--- config.mk ---
export PLATFORM = sky130hd
export DESIGN_NAME = serial_addsub_ctrl
export DESIGN_NICKNAME = d
export VERILOG_FILES = /design/src/rtl/serial_addsub_ctrl.sv
export SDC_FILE = /design/constraint.sdc
export NUM_CORES = 1
export LEC_CHECK = 0
export CELL_PAD_IN_SITES_DETAIL_PLACEMENT = 1
export CELL_PAD_IN_SITES_GLOBAL_PLACEMENT = 1
export CORE_UTILIZATION = 39
export CTS_CLUSTER_SIZE = 16
export DETAILED_ROUTE_END_ITERATION = 8
export GPL_TIMING_DRIVEN = 0
export PLACE_DENSITY_LB_ADDON = 0.2
export SKIP_CTS_REPAIR_TIMING = 1
export SLEW_MARGIN = 0
export SYNTH_ARGS = -nofsm -noshare
export SYNTH_HDL_FRONTEND = slang
export SYNTH_SLANG_ARGS = --single-unit
--- constraint.sdc ---
create_clock -name CLK -period 1.8 [get_ports CLK]
set_input_delay 0.18 -clock CLK [delete_from_list [all_inputs] [get_ports CLK]]
set_output_delay 0.18 -clock CLK [all_outputs]
set_load 0.01 [all_outputs]
--- src/rtl/serial_addsub_ctrl.sv ---
// Bit-serial add/subtract sequencer: LSB-first full-adder stepping, parallel result and DONE pulse.
// Optional signed-overflow flag is enabled with `define SERIAL_ADDSUB_OVF_EN.
module serial_addsub_ctrl #(
    parameter int WIDTH = 8,
    parameter int CNT_W = 5
) (
    input  logic             CLK,
    input  logic             RST,
    input  logic             START,
    input  logic             SUB,
    input  logic [WIDTH-1:0] A_IN,
    input  logic [WIDTH-1:0] B_IN,
    output logic             BUSY,
    output logic             DONE,
    output logic [WIDTH-1:0] RESULT,
    output logic             COUT,
    output logic             OVF
);

    // state  | meaning
    // IDLE   | waiting for START, outputs hold the last result
    // SHIFT  | one full-adder step per cycle, WIDTH cycles
    // FIN    | DONE cycle, result/flags already valid
    typedef enum logic [1:0] {
        ST_IDLE  = 2'd0,
        ST_SHIFT = 2'd1,
        ST_FIN   = 2'd2
    } state_t;

    localparam logic [CNT_W-1:0] CNT_LAST = CNT_W'(WIDTH - 1);

    state_t             state_q, state_d;
    logic [WIDTH-1:0]   sa_q, sa_d;
    logic [WIDTH-1:0]   sb_q, sb_d;
    logic [WIDTH-1:0]   acc_q, acc_d;
    logic [WIDTH-1:0]   result_q, result_d;
    logic [CNT_W-1:0]   cnt_q, cnt_d;
    logic               c_q, c_d;
    logic               cout_q, cout_d;
    logic               busy_q, busy_d;
    logic               done_q, done_d;
    logic               s_bit;
    logic               c_next;
`ifdef SERIAL_ADDSUB_OVF_EN
    logic               ovf_q, ovf_d;
`endif

    always_comb begin
        state_d  = state_q;
        sa_d     = sa_q;
        sb_d     = sb_q;
        acc_d    = acc_q;
        result_d = result_q;
        cnt_d    = cnt_q;
        c_d      = c_q;
        cout_d   = cout_q;
`ifdef SERIAL_ADDSUB_OVF_EN
        ovf_d    = ovf_q;
`endif
        s_bit    = sa_q[0] ^ sb_q[0] ^ c_q;
        c_next   = (sa_q[0] & sb_q[0]) | (sa_q[0] & c_q) | (sb_q[0] & c_q);

        case (state_q)
            ST_IDLE: begin
                if (START) begin
                    sa_d    = A_IN;
                    sb_d    = SUB ? ~B_IN : B_IN;
                    c_d     = SUB;
                    cnt_d   = '0;
                    acc_d   = '0;
                    state_d = ST_SHIFT;
                end
            end
            ST_SHIFT: begin
                sa_d  = sa_q >> 1;
                sb_d  = sb_q >> 1;
                c_d   = c_next;
                acc_d = {s_bit, acc_q[WIDTH-1:1]};
                cnt_d = cnt_q + 1'b1;
                if (cnt_q == CNT_LAST) begin
                    // Publish on entry to FIN so outputs are valid alongside DONE.
                    result_d = {s_bit, acc_q[WIDTH-1:1]};
                    cout_d   = c_next;
`ifdef SERIAL_ADDSUB_OVF_EN
                    ovf_d    = c_q ^ c_next;
`endif
                    state_d  = ST_FIN;
                end
            end
            ST_FIN: begin
                state_d = ST_IDLE;
            end
            default: begin
                state_d = ST_IDLE;
            end
        endcase

        busy_d = (state_d != ST_IDLE);
        done_d = (state_d == ST_FIN);
    end

    always_ff @(posedge CLK) begin
        if (RST) begin
            state_q  <= ST_IDLE;
            sa_q     <= '0;
            sb_q     <= '0;
            acc_q    <= '0;
            result_q <= '0;
            cnt_q    <= '0;
            c_q      <= 1'b0;
            cout_q   <= 1'b0;
            busy_q   <= 1'b0;
            done_q   <= 1'b0;
`ifdef SERIAL_ADDSUB_OVF_EN
            ovf_q    <= 1'b0;
`endif
        end else begin
            state_q  <= state_d;
            sa_q     <= sa_d;
            sb_q     <= sb_d;
            acc_q    <= acc_d;
            result_q <= result_d;
            cnt_q    <= cnt_d;
            c_q      <= c_d;
            cout_q   <= cout_d;
            busy_q   <= busy_d;
            done_q   <= done_d;
`ifdef SERIAL_ADDSUB_OVF_EN
            ovf_q    <= ovf_d;
`endif
        end
    end

    assign BUSY   = busy_q;
    assign DONE   = done_q;
    assign RESULT = result_q;
    assign COUT   = cout_q;
`ifdef SERIAL_ADDSUB_OVF_EN
    assign OVF    = ovf_q;
`else
    assign OVF    = 1'b0;
`endif

endmodule

==> impl_results.md, run 1 <==
- Outcome: complete, no violations
- Pwr dens: approximately 810 mW/mm2
- Arrival time worst endpoint: between 1.5 and 2 ns
- Worst vdd ir: about 0.41 mV
- Clock Path Buffers: 2
- Fin crit period: 1.58 ns
- Yosys warnings: 0
- Detailed-router iteration count before antenna repair: 4
- Hold Crit Class: in2reg
- Initial antenna violation count: 0
- Avg Cell Area, Syn: 9.49 um2
- DR DRC count: 0
- Top Ports: 32
- FP Rows: 24
- Kind of critical path: reg2reg
- Tcrit/Tclk final: 0.880
- Final Slew Violations: 0
- Setup repair after global routing missed its margin: false
- Clk Latency, worst-skew pair: 0.30 ns
- Register bit count reported by yosys: 42
- Met3 usage in global routing: 0.0433
- Final setup fails: 0
- Num CTS Buffers: 5
- DRT antenna net count: 0
- NumNets Final: 249
- Die area: roughly 0.0049 mm2
- First-pass GRT wire length: 7440 um
- Crit path cell chain: ha_1 -> and4_1 -> buf_4 -> mux2_2
- Grt peak-use layer: met2
- Peak Freq: 0.631 GHz
- Placed insts: 272
- Syn Inst Count: 191
- Vias in the first global route: 1588
- Total GRT Usage: 0.196
- Asr flop ratio synth: 0
- Drt via density: around 5.3
- Startpoint Class: flop
- DP HPWL: about 3200 um
- CTS tree: built
- Core Region: 0.00441 mm2
- Area of placed instances: about 0.0022 mm2
- Slew @ Worst Pin: 0.729 ns
- Met1 GRT Util: 0.230
- CTS HTree Levels: 2
- Setup Skew: approximately 0.0057 ns
- Final Hold Vio Count: 0
- Syn-to-layout area delta: 23.8%
- Worst hold slack: 0.358 ns
- Max-Cap Viols: 0
- Worst Path Required: around 2.0 ns
- Port bufs: 29
- Leakage: between 0.8 and 0.9 nW
- Sequential-to-total area share from yosys stat: 0.464
- DRT iter0 DRCs: 116
- Final cell count without fillers: 279
- DR WL/cell: about 16 um
- DR vias: 1482
- Share of layout cells above drive strength 1: 0.0881
- Clock Sink Count: 42
- Reg clk slew, reported paths: around 0.080 ns
- Design Area, Final: 0.00224 mm2
- Worst path max stage delay: 0.39 ns
- Mapped Area: 0.00181 mm2
- Slew margin rel.: 0.512
- Root buffer cell: clkbuf_8
- Final WL: 4410 um
- Die width: approximately 70 um
- Main flop type after synthesis: dfxtp_1
- DIE HEIGHT: 70.2 um
- Initial Util: 0.411
- Gpl congestion: 0.719
- Antenna diode count: 0
- EDFF count, synth: 0
- Netlist cell types: 37
- Crit end category: flop
- Worst path slowest cell: dfxtp_1
- GR met2 Demand/Resource: 0.347
- Worst Path Max Fanout: 10
- Largest net degree at the start of global routing: 12
- Grt total ovfl: 0
- Synth Net Count: 213
==> cells in the final DEF (no fill, tap or decap), drive strengths merged <==
cell type / netlist / final
a2111oi: 7 / 7
nand4: 2 / 2
clkdlybuf4s50: 0 / 29
a22oi: 9 / 9
a222oi: 1 / 1
nor2b: 7 / 7
a221oi: 2 / 2
a211oi: 6 / 6
conb: 1 / 1
mux2i: 8 / 8
a31oi: 1 / 1
and2: 1 / 1
o21bai: 1 / 1
or3: 1 / 1
nand2b: 17 / 17
nand2: 2 / 2
o21ai: 1 / 1
clkbuf: 5 / 12
mux2: 3 / 3
fa: 1 / 1
xnor2: 7 / 7
buf: 8 / 8
xor2: 1 / 1
a2bb2oi: 1 / 1
inv: 5 / 5
and4: 1 / 1
ha: 1 / 1
nor2: 37 / 37
nor3b: 2 / 2
nand3: 2 / 2
o21ba: 1 / 1
o22ai: 7 / 7
dfxtp: 42 / 42
==> through the flow <==
stage	util	total power, mW	setup slack, ns	setup TNS (ns)
after detailed placement	0.491	1.26	-0.114	-1.45
after global placement	0.491	1.24	-0.0485	-0.246
after CTS	0.509	1.84	0.211	0
after global routing	0.509	1.90	0.0987	0
final	0.509	1.82	0.215	0
after floorplan	-	1.16	0.407	0
==> path summary, 6_finish.rpt <==
kind                             to              startpoint  slack (ns)  depth (start not counted)
max reg2reg  RESULT[7]$_SDFFE_PP0P_   cnt_q[0]$_SDFFE_PP0P_        0.22                          4
min            sb_q[4]$_SDFFE_PP0P_                     SUB        0.36                          3
max          RESULT[7]$_SDFFE_PP0P_   cnt_q[0]$_SDFFE_PP0P_        0.22                          4
min reg2reg  RESULT[0]$_SDFFE_PP0P_  RESULT[0]$_SDFFE_PP0P_        0.48                          2
==> flip-flops by register name, summed over array words and instances, names as in the netlist, 2 cells and up <==
signal / flops
cnt_q: 5
sa_q: 8
state_q: 2
RESULT: 8
sb_q: 8
acc_q: 7
==> final cells by class <==
cell class	instances	area [um2]
Timing Repair Buffer	29	290
Clock buffer	7	76.3
Fill cell	493	2170
Multi-Input combinational cell	131	877
Tap cell	52	65.1
Sequential cell	42	841
Inverter	5	18.8
Buffer	13	76.3
==> synth_stat cells (3+ instances only) <==
| cell | instances | area, um2 |
|---|---|---|
| dfxtp_1 | 42 | 841 |
| nor2_1 | 37 | 139 |
| nand2b_1 | 17 | 106 |
| a22oi_1 | 9 | 67.6 |
| mux2i_1 | 8 | 80.1 |
| nor2b_1 | 7 | 43.8 |
| o22ai_1 | 7 | 43.8 |
| xnor2_1 | 7 | 61.3 |
| a211oi_1 | 6 | 45.0 |
| clkbuf_1 | 5 | 18.8 |
| inv_1 | 5 | 18.8 |
| buf_2 | 4 | 20.0 |
| a2111oi_0 | 3 | 26.3 |
| a2111oi_1 | 3 | 30.0 |
| mux2_2 | 3 | 33.8 |
==> worst max-delay path, delay by kind of cell, from the launching register on <==
kind                     cells  cell delay (ns)
multiplexers                 1             0.35
flip-flops                   1             0.39
buffers and inverters        1             0.23
adder cells (fa/ha/maj)      1             0.26
AND/OR/NAND/NOR              1             0.25
==> where the power goes <==
group	switching [mW]	leakage (nW)	internal, mW
registers	0.0242	0.343	0.971
logic	0.125	0.427	0.120
clock network	0.313	0.0383	0.267
total	0.462	0.809	1.36
==> logic make-up after synthesis <==
logic type	Yosys count	share of synthesized area
other	1	0.00207
adders and majority gates	2	0.0179
buffers and inverters	18	0.0524
DFF	42	0.464
xor gates and xnor gates	8	0.0386
muxes	11	0.0628
and+or+nand+nor	72	0.199
AOI/OAI and AO/OA	37	0.164
==> layer usage <==
| layer | vias to the layer above | wire length, um |
|---|---|---|
| li1 | 732 | - |
| met1 | 721 | 2020 |
| met2 | 23 | 2210 |
| met3 | 6 | 111 |
| met4 | 0 | 70 |
| met5 | - | 0 |
(Power assumes the default switching activity.)
==> inputs of run 2 (changes only) <==
- CAP_MARGIN: default -> 10
- CORE_MARGIN: default -> 10
- PLACE_DENSITY_LB_ADDON: 0.2 -> 0.1
==> run 2 against run 1 <==
  * Fmax is 1.3% lower
  * Largest power group unchanged
  * First-iteration DRC count is 29% lower
  * Die area is 58% higher
==> impl_results.md, run 2 (same netlist as run 1, synthesis figures left out) <==
- DR DRC count: 0
- R2r setup slk: 0.23 ns
- Setup ws final: 0.195 ns
- DP Worst Slack: -0.126 ns
- Hold Crit Class: in2reg
- FF+latch area: 841 um2
- Final setup fails: 0
- End of the critical path: cnt_q[2]$_SDFFE_PP0P_
- DR WL/cell: 17.2 um
- Pwr dens: 860 mW/mm2
- Worst Path Required: 1.96 ns
- DRT antenna net count: 0
- Peak Freq: just over 0.6 GHz
- FP Rows: 24
- Clock Path Buffers: 2
- Worst path max stage delay: 0.60 ns
- Worst Path Max Fanout: 10
- NumNets Final: 249
- Reg2reg start: cnt_q[0]$_SDFFE_PP0P_
- Fin crit period: between 1.5 and 2 ns
- First-pass GRT wire length: 8020 um
- Most frequent cells in the layout: 42 x dfxtp_1, 37 x nor2_1, 29 x clkdlybuf4s50_1
- Startpoint Class: input pin
- Kind of critical path: in2reg
- Worst vdd ir: 0.410 mV
- Routed met3 length: about 230 um
- DIE HEIGHT: 88.2 um
- Port bufs: 29
- Syn-to-layout area delta: 25.7%
- Largest net degree at the start of global routing: 13
- CP delay by family, top: buffers and inverters
- Crit. Startpoint: RST
- Crit path depth: 4
- Vias in the first global route: 1600
- Root buffer cell: clkbuf_8
- Tcrit/Tclk final: 0.892
- Total GRT Usage: 0.131
- Top routing layer in use: met4
- Core Region: approximately 0.0044 mm2
- Setup Skew: approximately 0.0033 ns
- Initial antenna violation count: 0
- Setup repair after global routing missed its margin: false
- DP HPWL: about 3600 um
- Gpl congestion: 0.750
- Detailed-router iteration count before antenna repair: 4
- Worst hold slack: 0.364 ns
- CTS HTree Levels: 2
- Commonest non-fill, non-tap cell in the layout: dfxtp_1
- Final Hold Vio Count: 0
- Arrival time worst endpoint: 1.77 ns
- Reg clk slew, reported paths: 0.08 ns
- Leakage: 0.828 nW
- Crit path cell chain: clkdlybuf4s50_1 -> clkbuf_1 -> clkbuf_1 -> nor2_1
- Num CTS Buffers: 5
- R2R depth: 4
- Die width: ~90 um
- Final Slew Violations: 0
- Metal2 WL: 2370 um
- Crit end category: flop
- Grt total ovfl: 0
- Max-Cap Viols: 0
- Die area: 0.00778 mm2
- Worst path slowest cell: clkdlybuf4s50_1
- Slew margin rel.: 0.526
- Clock Sink Count: 42
- DRT iter0 DRCs: 82
- DR vias: 1504
- Multi-input gate area: 877 um2
- Initial Util: 0.411
- Capturing point of the worst reg2reg path: RESULT[7]$_SDFFE_PP0P_
- Slew @ Worst Pin: 0.708 ns
- Final WL: between 4000 and 5000 um
- Drt via density: 5.37
- Outcome: complete, no violations
- Top Ports: 32
- Most frequent CP cell: clkbuf_1
- Fillers: 506
- CTS tree: built
- Met1 Routed Length: between 2000 and 2500 um
- Antenna diode count: 0
- Clk Latency, worst-skew pair: approximately 0.29 ns
- Share of layout cells above drive strength 1: 0.101
- Worst Path Buf+Inv: 3
-- run 2: cell count changes in the layout (fill, tap and decap cells not counted) --
cell,before,now
clkbuf_8,5,8
clkbuf_1,7,5
-- run 2: power breakdown --
part           internal, mW  switching, mW
sequential            0.971         0.0237
combinational         0.120          0.126
clock                 0.388          0.330
total                  1.48          0.480
-- run 2: layout make-up --
cell class              count  area share
multi-input cells         131       0.385
flip-flops and latches     42       0.369
repair buffers             29       0.127
clock buffers               8      0.0483
plain buffers              13      0.0335
well taps                  52      0.0286
inverters                   5     0.00824
-- run 2: how the worst min path moves through the flow --
stage                                 from                      to  cells past startpoint
global route                           SUB    sb_q[6]$_SDFFE_PP0P_                      3
CTS                                    SUB    sb_q[4]$_SDFFE_PP0P_                      3
global placement    RESULT[1]$_SDFFE_PP0P_  RESULT[1]$_SDFFE_PP0P_                      2
detailed placement  RESULT[0]$_SDFFE_PP0P_  RESULT[0]$_SDFFE_PP0P_                      2
floorplan                          A_IN[7]    sa_q[7]$_SDFFE_PP0P_                      2
finish                                 SUB    sb_q[5]$_SDFFE_PP0P_                      3
-- run 2: layer usage --
layer | vias to the layer above | global-route usage
met5 | - | 0
met3 | 7 | 0.0427
li1 | 739 | -
met2 | 22 | 0.221
met1 | 736 | 0.150
met4 | 0 | 0.0471
-- run 2: worst min-delay path, delay by kind of cell --
family / cells / cell delay [ns]
XOR/XNOR: 1 / 0.17
AO/OA/AOI/OAI: 1 / 0.07
buffers and inverters: 1 / 0.18
-- run 2: stage by stage --
step | area [um2] | total power [mW] | utilization | cells | setup TNS [ns]
floorplan | 1810 | 1.16 | - | 191 | 0
global placement | 2170 | 1.25 | 0.491 | 272 | -0.693
detailed placement | 2170 | 1.26 | 0.491 | 272 | -1.54
CTS | 2280 | 1.97 | 0.516 | 280 | 0
global route | 2280 | 2.05 | 0.516 | 280 | 0
finish | 2280 | 1.96 | 0.516 | 280 | 0
